`src/rtl/param_updown_counter.sv`:
```
// rtl/param_updown_counter.sv - parameterised up/down counter with wrap or saturate at the limits
// Optional sticky limit flag (clr_sticky/sticky ports) when PUDC_STICKY_EN is defined.
module param_updown_counter #(
  parameter int               WIDTH    = 8,
  parameter logic [WIDTH-1:0] MAX_VAL  = {WIDTH{1'b1}},
  parameter int               SATURATE = 0
) (
`ifdef PUDC_STICKY_EN
  input  logic             clr_sticky,
  output logic             sticky,
`endif
  input  logic             clk,
  input  logic             rst_n,
  input  logic             load,
  input  logic [WIDTH-1:0] data,
  input  logic             en,
  input  logic             up,
  output logic [WIDTH-1:0] count,
  output logic             at_max,
  output logic             at_min,
  output logic             limit_p
);

  logic [WIDTH-1:0] count_q, count_d;
  logic             limit_q, limit_d;

  always_comb begin
    count_d = count_q;
    limit_d = 1'b0;
    if (load) begin
      // Out-of-range load values clamp so count never exceeds MAX_VAL
      count_d = (data > MAX_VAL) ? MAX_VAL : data;
    end else if (en) begin
      if (up) begin
        if (count_q == MAX_VAL) begin
          limit_d = 1'b1;
          count_d = (SATURATE != 0) ? MAX_VAL : '0;
        end else begin
          count_d = count_q + 1'b1;
        end
      end else begin
        if (count_q == '0) begin
          limit_d = 1'b1;
          count_d = (SATURATE != 0) ? '0 : MAX_VAL;
        end else begin
          count_d = count_q - 1'b1;
        end
      end
    end
  end

  always_ff @(posedge clk or negedge rst_n) begin
    if (!rst_n) begin
      count_q <= '0;
      limit_q <= 1'b0;
    end else begin
      count_q <= count_d;
      limit_q <= limit_d;
    end
  end

`ifdef PUDC_STICKY_EN
  logic sticky_q, sticky_d;

  // A new limit event beats a simultaneous clear
  always_comb begin
    sticky_d = sticky_q;
    if (limit_d)         sticky_d = 1'b1;
    else if (clr_sticky) sticky_d = 1'b0;
  end

  always_ff @(posedge clk or negedge rst_n) begin
    if (!rst_n) sticky_q <= 1'b0;
    else        sticky_q <= sticky_d;
  end

  assign sticky = sticky_q;
`endif

  assign count   = count_q;
  assign limit_p = limit_q;
  assign at_max  = (count_q == MAX_VAL);
  assign at_min  = (count_q == '0);

endmodule

```
`config.mk`:
```
export PLATFORM = sky130hd
export DESIGN_NAME = param_updown_counter
export DESIGN_NICKNAME = d
export VERILOG_FILES = /design/src/rtl/param_updown_counter.sv
export SDC_FILE = /design/constraint.sdc
export NUM_CORES = 1
export LEC_CHECK = 0
export ABC_AREA = 1
export ABC_CLOCK_PERIOD_IN_PS = 2300
export BUFFER_PORTS_ARGS = -buffer_cell sky130_fd_sc_hd__buf_2
export CELL_PAD_IN_SITES_DETAIL_PLACEMENT = 1
export CELL_PAD_IN_SITES_GLOBAL_PLACEMENT = 2
export CORE_UTILIZATION = 29
export CTS_CLUSTER_DIAMETER = 50
export DETAILED_ROUTE_END_ITERATION = 8
export PLACE_DENSITY = 0.83
export RECOVER_POWER = 25
export SETUP_SLACK_MARGIN = 0.02
export SYNTH_ARGS = -nofsm -noshare
export SYNTH_HDL_FRONTEND = slang
export SYNTH_SLANG_ARGS = --single-unit
```
`constraint.sdc`:
```
create_clock -name clk -period 2.3 [get_ports clk]
set_input_delay 0.345 -clock clk [delete_from_list [all_inputs] [get_ports clk]]
set_output_delay 0.345 -clock clk [all_outputs]
set_load 0.05 [all_outputs]
```
; ---- After elaboration in Yosys (flattened, before gate mapping)
; Cells that the tools add are included.
; W data, S select, Z words.
[op_classes]
addsub = 2
order_cmp = 1
eq_ne = 1
n_mux = 11
n_reduce_logical = 2
[op_table]
columns = cell, n
row1 = $mux W8, 6
row2 = $add A8 B1 Y8 const B, 1
row3 = $eq A8 B8 Y1 const B, 1
row4 = $gt A8 B8 Y1 const B, 1
row5 = $logic_not A8 Y1, 1
row6 = $sub A8 B1 Y8 const B, 1
row7 = $mux W1, 5
row8 = $reduce_bool A2 Y1, 1
[totals]
regBits = 9
inputBits = 13
word_cells = 19

; ---- Depth between registers and ports, before layout
; Gate-level depths: netlist (run 1).
[depth]
word_depth = 5
depth_mapped = 10
mapped_depth_nobuf = 10

; ---- Least setup slack after synthesis (run 1)
; OpenSTA, ideal clock, no wires.
[synth_path]
kind = flip-flop to output port
startpoint = reg count_q[0], in the netlist count[0]
endpoint = out at_max
arrival_time_ns = 1.539
setup_slack_ns = 0.416
path_stages_with_launch = 6
cell_sequence = dfrtp_1 -> ha_1 -> nand2_2 -> nor2_4 -> nand3_2 -> nor2_4
[synth_between]
elab_chain_cells = 1
[synth_rtl]
columns = item, line_no
row1 = "start, declared", 24  ; logic [WIDTH-1:0] count_q, count_d;
row2 = "start signal, assigned", 57  ; count_q <= count_d;
row3 = $eq A8 B8 Y1, 82  ; assign at_max = (count_q == MAX_VAL);
row4 = "end, declared", 19  ; output logic at_max,
; No other way between the ends.

; ---- Final worst setup path (run 1)
; Same ends and word-level chain as after synthesis.

==> results of run 1 <==
## state kept, by name (all words and copies together), names as in the netlist
register	count
count	8
limit_p	1
## area by class of cell
type	instances	area (µm²)
Sequential cell	9	225
Multi-Input combinational cell	107	591
Clock buffer	4	26.3
Inverter	19	71.3
Tap cell	44	55.1
Fill cell	426	1950
Timing Repair Buffer	25	131
## metal layers
layer / GRT usage / vias up / wire [µm]
met2: 0.305 / 16 / 1330
met4: 0.0918 / 0 / 60
met3: 0.00659 / 4 / 49
li1: - / 497 / -
met5: 0 / - / 0
met1: 0.255 / 472 / 1400
## critical path: stages (launching register included)
cell     delay, ns
dfrtp_1       0.46
ha_1          0.23
nand2_2       0.10
nor2_4        0.16
nand3_2       0.11
nor2_4        0.12
buf_2         0.27
## kinds of logic (layout without fill, tap and decap cells)
group	after synthesis	count (layout)	share of synthesized area
compound gates	22	22	0.149
xor+xnor	2	2	0.0189
fa+ha+maj	3	3	0.0405
buf+inv	24	48	0.119
flops	9	9	0.243
simple gates	80	80	0.430
## power breakdown
| group | internal [mW] | switching (mW) | total (mW) |
|---|---|---|---|
| logic | 0.0850 | 0.209 | 0.294 |
| registers | 0.177 | 0.0487 | 0.226 |
| clock network | 0.0672 | 0.0624 | 0.130 |
## cell usage after synthesis, drive strengths merged
master and number:
buf 4, inv 19, a22oi 2, nor3b 1, ha 3, xor2 2, a21oi 9, nand2 43
dfrtp 9, o221ai 1, nand3 16, nor2 18, o21ai 10, nand4 2, clkbuf 1
## per-stage QoR
| stage | hold WS (ns) | power (mW) | instances | utilization |
|---|---|---|---|---|
| 2_1_floorplan | 0.0494 | 0.447 | 140 | - |
| 3_3_place_gp | 0.211 | 0.516 | 203 | 0.349 |
| 3_5_place_dp | 0.213 | 0.523 | 203 | 0.349 |
| 4_1_cts | 0.299 | 0.654 | 208 | 0.361 |
| 5_1_grt | 0.324 | 0.691 | 208 | 0.360 |
| 6_report | 0.300 | 0.650 | 208 | 0.360 |
## worst min path at each step
stage                 start  endpoint  slack (ns)
detailed placement    rst_n   limit_p        0.21
CTS                 data[1]  count[1]        0.30
global placement      rst_n   limit_p        0.21
finish              data[1]  count[1]        0.30
floorplan             rst_n  count[0]        0.05
global route        data[1]  count[1]        0.32
==> flow_summary.yaml, run 1 <==
cts:
  ctsHoldBuffers: 1
  cts.sinks: 9
  cts_buffers: 3
  clk_latency_ns: 0.27
  root_buffer: "clkbuf_4"
  clockBufferDepth: 2
  htree_levels: 1
  clk_pin_slew_worst_paths_ns: 0.07
  post-cts-setup-buffers: 0
  cts_resized: 0
  cts_tree: "yes"
yosys:
  synthCells: 140
  synth.yosys.warnings: 0
  synth_largest_area_cell: "dfrtp_1"
  ys_types: 27
  yosysSeqAreaShare: 0.243
  syn_area_per_cell_um2: 6.61
  syn_area_um2: 926
  syn_nets: 156
  ys_ff_latch: 9
  ys_top_cells_by_area: "dfrtp_1 (24%), nand2_1 (15%), nand3_1 (8.1%), inv_1 (6.9%), nor2_1 (4.5%)"
  synth.top_cell.area_share: 0.243
final_layout:
  n_antenna_cell: 0
  fin_area_um2: 1100
  mostFrequentLayoutCell: "nand2_1"
  areaGrowthSynthToFinish_pct: 18.8
  final_cell_mix: "nand2_1 (38), buf_2 (22), inv_1 (17)"
  nets: 181
  drive_gt1_frac: 0.268
critical_path:
  critPathLaunch: "count[0]"
  rrSetupSlack_ns: 0.72
  endpoint: "at_max"
  worstPathArrival_ns: 1.71
  reg2reg_depth: 8
  setup.worst_path.class: "flop to output port"
  cp-end-kind: "output port"
  r2r_end: "count[2]"
  start_kind: "flop"
  timing.rr.start: "count[0]"
  worstPathMaxFanout: 6
  required_ns: 1.96
pwr:
  cellLeakagePower_nw: 0.578
  p_per_area_nw_per_um2: 591
  peakVddDrop_v: 0.000219
floorplan:
  rows: 20
  core_area_um2: 3050
  dieArea_um2: 3420
  initial_utilization: 0.303
  die_w_um: 58.5
  die_h_um: 58.5
  pin_count: 24
placed_design:
  place_area_um2: 1060
  pre_cts_ws_ns: 0.522
  dpl.hpwl_um: 2290
  gp_congestion: 0.806
  port-buffer-count: 23
global_routing:
  grt_usage: 0.187
  grt_max_degree: 13
  grt_pass1_vias: 1029
  grt_pass1_wl_um: 4800
  antenna_found_initial: 0
  grt_overflow: 0
job:
  drv_cap: 0
sta:
  setup_viol: 0
  fin_skew_ns: 0.00193
  min_period_ns: 2.06
  slew_headroom: 0.649
  worst_slew_pin_slew_ns: 0.526
  fmax_mhz: 486
  finalCritPeriodShare: 0.895
  drv_slew: 0
  fin_ws_ns: 0.242
  timing_hold_violations_final: 0
  rsz0062_at_grt: "false"
  setup_tns_ns: 0
outcome:
  status: "finished, final reports clean"
drt:
  drc_errors: 0
  viasPerCell: 4.75
  first_pass_iters: 4
  ant_nets: 0
  via_count: 989
  totalWireLength_um: 2840
  drtIter0Drc: 25
  wire_per_inst_um: 13.6
min_path:
  hp-class: "primary input to flop"
  whs_path_depth: 3
(Power assumes the default switching activity.)
==> run 2, diff against run 1 <==
--- a/config.mk
+++ b/config.mk
@@ -8,8 +8,10 @@
 export ABC_AREA = 1
 export ABC_CLOCK_PERIOD_IN_PS = 2300
 export BUFFER_PORTS_ARGS = -buffer_cell sky130_fd_sc_hd__buf_2
-export CELL_PAD_IN_SITES_DETAIL_PLACEMENT = 1
+export CAP_MARGIN = 10
+export CELL_PAD_IN_SITES_DETAIL_PLACEMENT = 2
 export CELL_PAD_IN_SITES_GLOBAL_PLACEMENT = 2
+export CORE_ASPECT_RATIO = 0.75
 export CORE_UTILIZATION = 29
 export CTS_CLUSTER_DIAMETER = 50
 export DETAILED_ROUTE_END_ITERATION = 8
==> flow_summary.yaml, run 2 (same netlist as run 1, synthesis figures left out) <==
cts:
  root_buffer: "clkbuf_8"
  clk_latency_ns: 0.23
  cts_resized: 0
  cts.sinks: 9
  cts_tree: "yes"
  clockBufferDepth: 2
  post-cts-setup-buffers: 0
  clk_pin_slew_worst_paths_ns: 0.05
  cts_buffers: 3
  htree_levels: 1
final_layout:
  n_antenna_cell: 0
  drive_gt1_frac: 0.264
  stdcell_count: 201
  final_core_util: 0.368
  final_cell_mix: "nand2_1 (38), buf_2 (22), inv_1 (17)"
  nets: 180
  largest_reg_flops: 8
  areaGrowthSynthToFinish_pct: 19.2
  mostFrequentLayoutCell: "nand2_1"
  nFillCells: 392
drt:
  wire_per_inst_um: 16.6
  drc_errors: 0
  viasPerCell: 5.07
  totalWireLength_um: 3330
  via_count: 1020
  first_pass_iters: 4
  drtIter0Drc: 18
  ant_nets: 0
pwr:
  p_per_area_nw_per_um2: 647
  p_int_mw: 0.381
  p_seq_frac: 0.317
  clockPowerShare: 0.262
  peakVddDrop_v: 0.000308
  total_power_mw: 0.714
  comb_power_share: 0.421
  swShare: 0.466
  cellLeakagePower_nw: 0.580
  p_sw_mw: 0.332
critical_path:
  cp_slowest_cell: "dfrtp_1"
  cp-end-kind: "output port"
  worstPathArrival_ns: 1.66
  start_kind: "flop"
  setup.worst_path.class: "flop to output port"
  path_cells: "ha_1, nand2_2, nor2_4, nand3_2, nor2_4, buf_2"
  max_stage_delay_ns: 0.44
  cp_common_cell: "nor2_4"
  required_ns: 1.96
  worstPathMaxFanout: 6
placed_design:
  dp.cells: 196
  pre_cts_ws_ns: 0.547
  dpl.hpwl_um: 2690
  port-buffer-count: 23
  gp_congestion: 0.807
floorplan:
  initial_utilization: 0.309
  die_h_um: 50.9
  pin_count: 24
  die_w_um: 67.2
  rows: 17
  dieArea_um2: 3430
  core_area_um2: 3000
sta:
  timing_hold_violations_final: 0
  fin_ws_ns: 0.291
  worst_slew_pin_slew_ns: 0.790
  setup_viol: 0
  setup_tns_ns: 0
  rsz0062_at_grt: "false"
  drv_slew: 0
  fmax_mhz: 498
  fin_skew_ns: 0.00135
  finalCritPeriodShare: 0.874
  slew_headroom: 0.471
  min_period_ns: 2.01
outcome:
  status: "finished, final reports clean"
global_routing:
  grt_overflow: 0
  antenna_found_initial: 0
  grt_usage: 0.225
  grt_pass1_wl_um: 5550
  grt_max_degree: 13
  grt_pass1_vias: 1120
min_path:
  hp-class: "primary input to flop"
job:
  drv_cap: 0
==> run 2: per-stage QoR <==
step | hold slack (ns) | area, µm²
finish | 0.355 | 1100
global route | 0.381 | 1100
global placement | 0.213 | 1050
detailed placement | 0.222 | 1050
floorplan | 0.0494 | 926
CTS | 0.323 | 1100
==> run 2: timing repair <==
| item | 4_1_cts | 5_1_grt |
|---|---|---|
| hold endpoints to repair | 9 | 0 |
| hold buffers | 1 | 0 |
| endpoints found under the setup margin | 0 | 0 |
==> run 2: worst paths after layout <==
kind,startpoint,end,slack [ns],depth (start not counted)
setup / recovery,count[0],at_max,0.29,6
hold / removal,data[1],count[1],0.36,3
setup reg to reg,count[0],count[2],0.65,8
hold reg to reg,count[3],count[3],0.67,2
max in group asynchronous,rst_n,count[5],1.32,2
min in group asynchronous,rst_n,limit_p,0.61,2
==> run 2: final cells by class <==
type | count | area (µm²) | share of cell area
Multi-Input combinational cell | 107 | 591 | 0.535
Sequential cell | 9 | 225 | 0.204
Timing Repair Buffer | 24 | 124 | 0.112
Inverter | 19 | 71.3 | 0.0646
Tap cell | 38 | 47.5 | 0.0431
Clock buffer | 4 | 45.0 | 0.0408
==> run 2: power by group through the flow <==
stage	sequential, mW	clock, mW	combinational, mW
after CTS	0.226	0.194	0.304
after floorplan	0.272	0	0.175
final	0.226	0.187	0.301
after global routing	0.231	0.206	0.329
after detailed placement	0.228	0	0.301
after global placement	0.226	0	0.285
==> run 2: per-layer routing <==
layer | GRT usage | share of wire
met5 | 0 | 0
met4 | 0.0567 | 0.0042
met3 | 0.0268 | 0.029
met2 | 0.380 | 0.49
met1 | 0.300 | 0.48
==> run 2: worst max-delay path, delay by kind of cell, from the launching register on <==
| family | cells | cell delay [ns] |
|---|---|---|
| DFF | 1 | 0.44 |
| and+or+nand+nor | 4 | 0.49 |
| buffers and inverters | 1 | 0.27 |
| adders and majority gates | 1 | 0.22 |
==> run 3, diff against run 2 <==
--- a/config.mk
+++ b/config.mk
@@ -6,7 +6,7 @@
 export NUM_CORES = 1
 export LEC_CHECK = 0
 export ABC_AREA = 1
-export ABC_CLOCK_PERIOD_IN_PS = 2300
+export ABC_CLOCK_PERIOD_IN_PS = 2600
 export BUFFER_PORTS_ARGS = -buffer_cell sky130_fd_sc_hd__buf_2
 export CAP_MARGIN = 10
 export CELL_PAD_IN_SITES_DETAIL_PLACEMENT = 2
==> constraint.sdc (replaced) <==
create_clock -name clk -period 2.6 [get_ports clk]
set_input_delay 0.39 -clock clk [delete_from_list [all_inputs] [get_ports clk]]
set_output_delay 0.39 -clock clk [all_outputs]
set_load 0.05 [all_outputs]
==> flow_summary.yaml, run 3 (same netlist as run 1, synthesis figures left out) <==
final_layout:
  final_cell_mix: "nand2_1 (38), buf_2 (22), inv_1 (17)"
  mostFrequentLayoutCell: "nand2_1"
  n_antenna_cell: 0
  largest_reg_flops: 8
  areaGrowthSynthToFinish_pct: 18.1
  fin_area_um2: 1090
  nets: 179
  drive_gt1_frac: 0.265
  final_core_util: 0.365
global_routing:
  antenna_found_initial: 0
  grt_pass1_vias: 1106
  grt_pass1_wl_um: 5490
  grt_max_degree: 13
  grt_usage: 0.222
  grt_overflow: 0
sta:
  slew_headroom: 0.495
  finalCritPeriodShare: 0.789
  fin_skew_ns: 0.000944
  setup_viol: 0
  fmax_mhz: 487
  drv_slew: 0
  fin_ws_ns: 0.549
  worst_slew_pin_slew_ns: 0.755
  rsz0062_at_grt: "false"
  timing_hold_violations_final: 0
  setup_tns_ns: 0
  min_period_ns: 2.05
floorplan:
  pin_count: 24
  die_w_um: 67.2
  initial_utilization: 0.309
  core_area_um2: 3000
  die_h_um: 50.9
  dieArea_um2: 3430
  rows: 17
pwr:
  peakVddDrop_v: 0.000272
  cellLeakagePower_nw: 0.576
  p_per_area_nw_per_um2: 576
critical_path:
  max_stage_delay_ns: 0.44
  setup.worst_path.class: "flop to output port"
  rrSetupSlack_ns: 0.96
  cp_slowest_cell: "dfrtp_1"
  worstPathMaxFanout: 6
  reg2reg_depth: 8
  cp-end-kind: "output port"
  cp_top_family: "simple AND/OR/NAND/NOR gates"
  required_ns: 2.21
  critPathBufInv: 1
  timing.rr.start: "count[0]"
  r2r_end: "count[2]"
  cp_common_cell: "nor2_4"
  path_cells: "ha_1, nand2_2, nor2_4, nand3_2, nor2_4, buf_2"
  start_kind: "flop"
  worstPathArrival_ns: 1.66
cts:
  cts.sinks: 9
  htree_levels: 1
  cts_resized: 0
  clk_latency_ns: 0.23
  post-cts-setup-buffers: 0
  ctsHoldBuffers: 0
  clk_pin_slew_worst_paths_ns: 0.05
  cts_buffers: 3
  root_buffer: "clkbuf_8"
  cts_tree: "yes"
  clockBufferDepth: 2
drt:
  totalWireLength_um: 3300
  drtIter0Drc: 25
  via_count: 1016
  first_pass_iters: 4
  drc_errors: 0
  viasPerCell: 5.08
  ant_nets: 0
  wire_per_inst_um: 16.5
outcome:
  status: "finished, final reports clean"
placed_design:
  place_area_um2: 1050
  pre_cts_ws_ns: 0.802
  gp_congestion: 0.807
  port-buffer-count: 23
  dpl.hpwl_um: 2690
job:
  drv_cap: 0
min_path:
  hp-class: "primary input to async pin"
[run 3: cell types whose count changed in the layout (fill, tap and decap cells not counted), sizes merged]
cell and change:
dlygate4sd3 -1
[run 3: final cells by class]
type                       count  area (µm²)
inverter                      19        71.3
tap                           38        47.5
timing repair buffer          23         114
fill                         392        1910
clock buffer                   4        45.0
sequential                     9         225
multi-input combinational    107         591
[run 3: per-stage QoR]
stage / hold slack, ns / instances / power (mW)
floorplan: 0.0944 / 140 / 0.395
global placement: 0.258 / 196 / 0.452
detailed placement: 0.267 / 196 / 0.469
CTS: 0.0112 / 200 / 0.639
global route: 0.148 / 200 / 0.676
finish: 0.126 / 200 / 0.630
[run 3: how the worst max path moves through the flow]
stage             start  slack [ns]  cells after the start      to
3_5_place_dp   count[0]        0.80                      6  at_max
5_1_grt        count[0]        0.43                      6  at_max
3_3_place_gp   count[0]        0.87                      6  at_max
6_report       count[0]        0.55                      6  at_max
4_1_cts        count[0]        0.54                      6  at_max
2_1_floorplan  count[0]        0.67                      5  at_max
[run 3: routing by layer]
| layer | wire length [µm] | GRT usage | vias to the layer above |
|---|---|---|---|
| met3 | 107 | 0.0268 | 2 |
| met5 | 0 | 0 | - |
| met1 | 1600 | 0.301 | 500 |
| met2 | 1570 | 0.370 | 25 |
| li1 | - | - | 489 |
| met4 | 14 | 0.0567 | 0 |
[run 3: report_power, final]
group	leakage (nW)	switching, mW	internal (mW)	total [mW]
sequential	0.110	0.0434	0.157	0.200
clock	0.0228	0.0584	0.107	0.166
combinational	0.443	0.192	0.0723	0.265
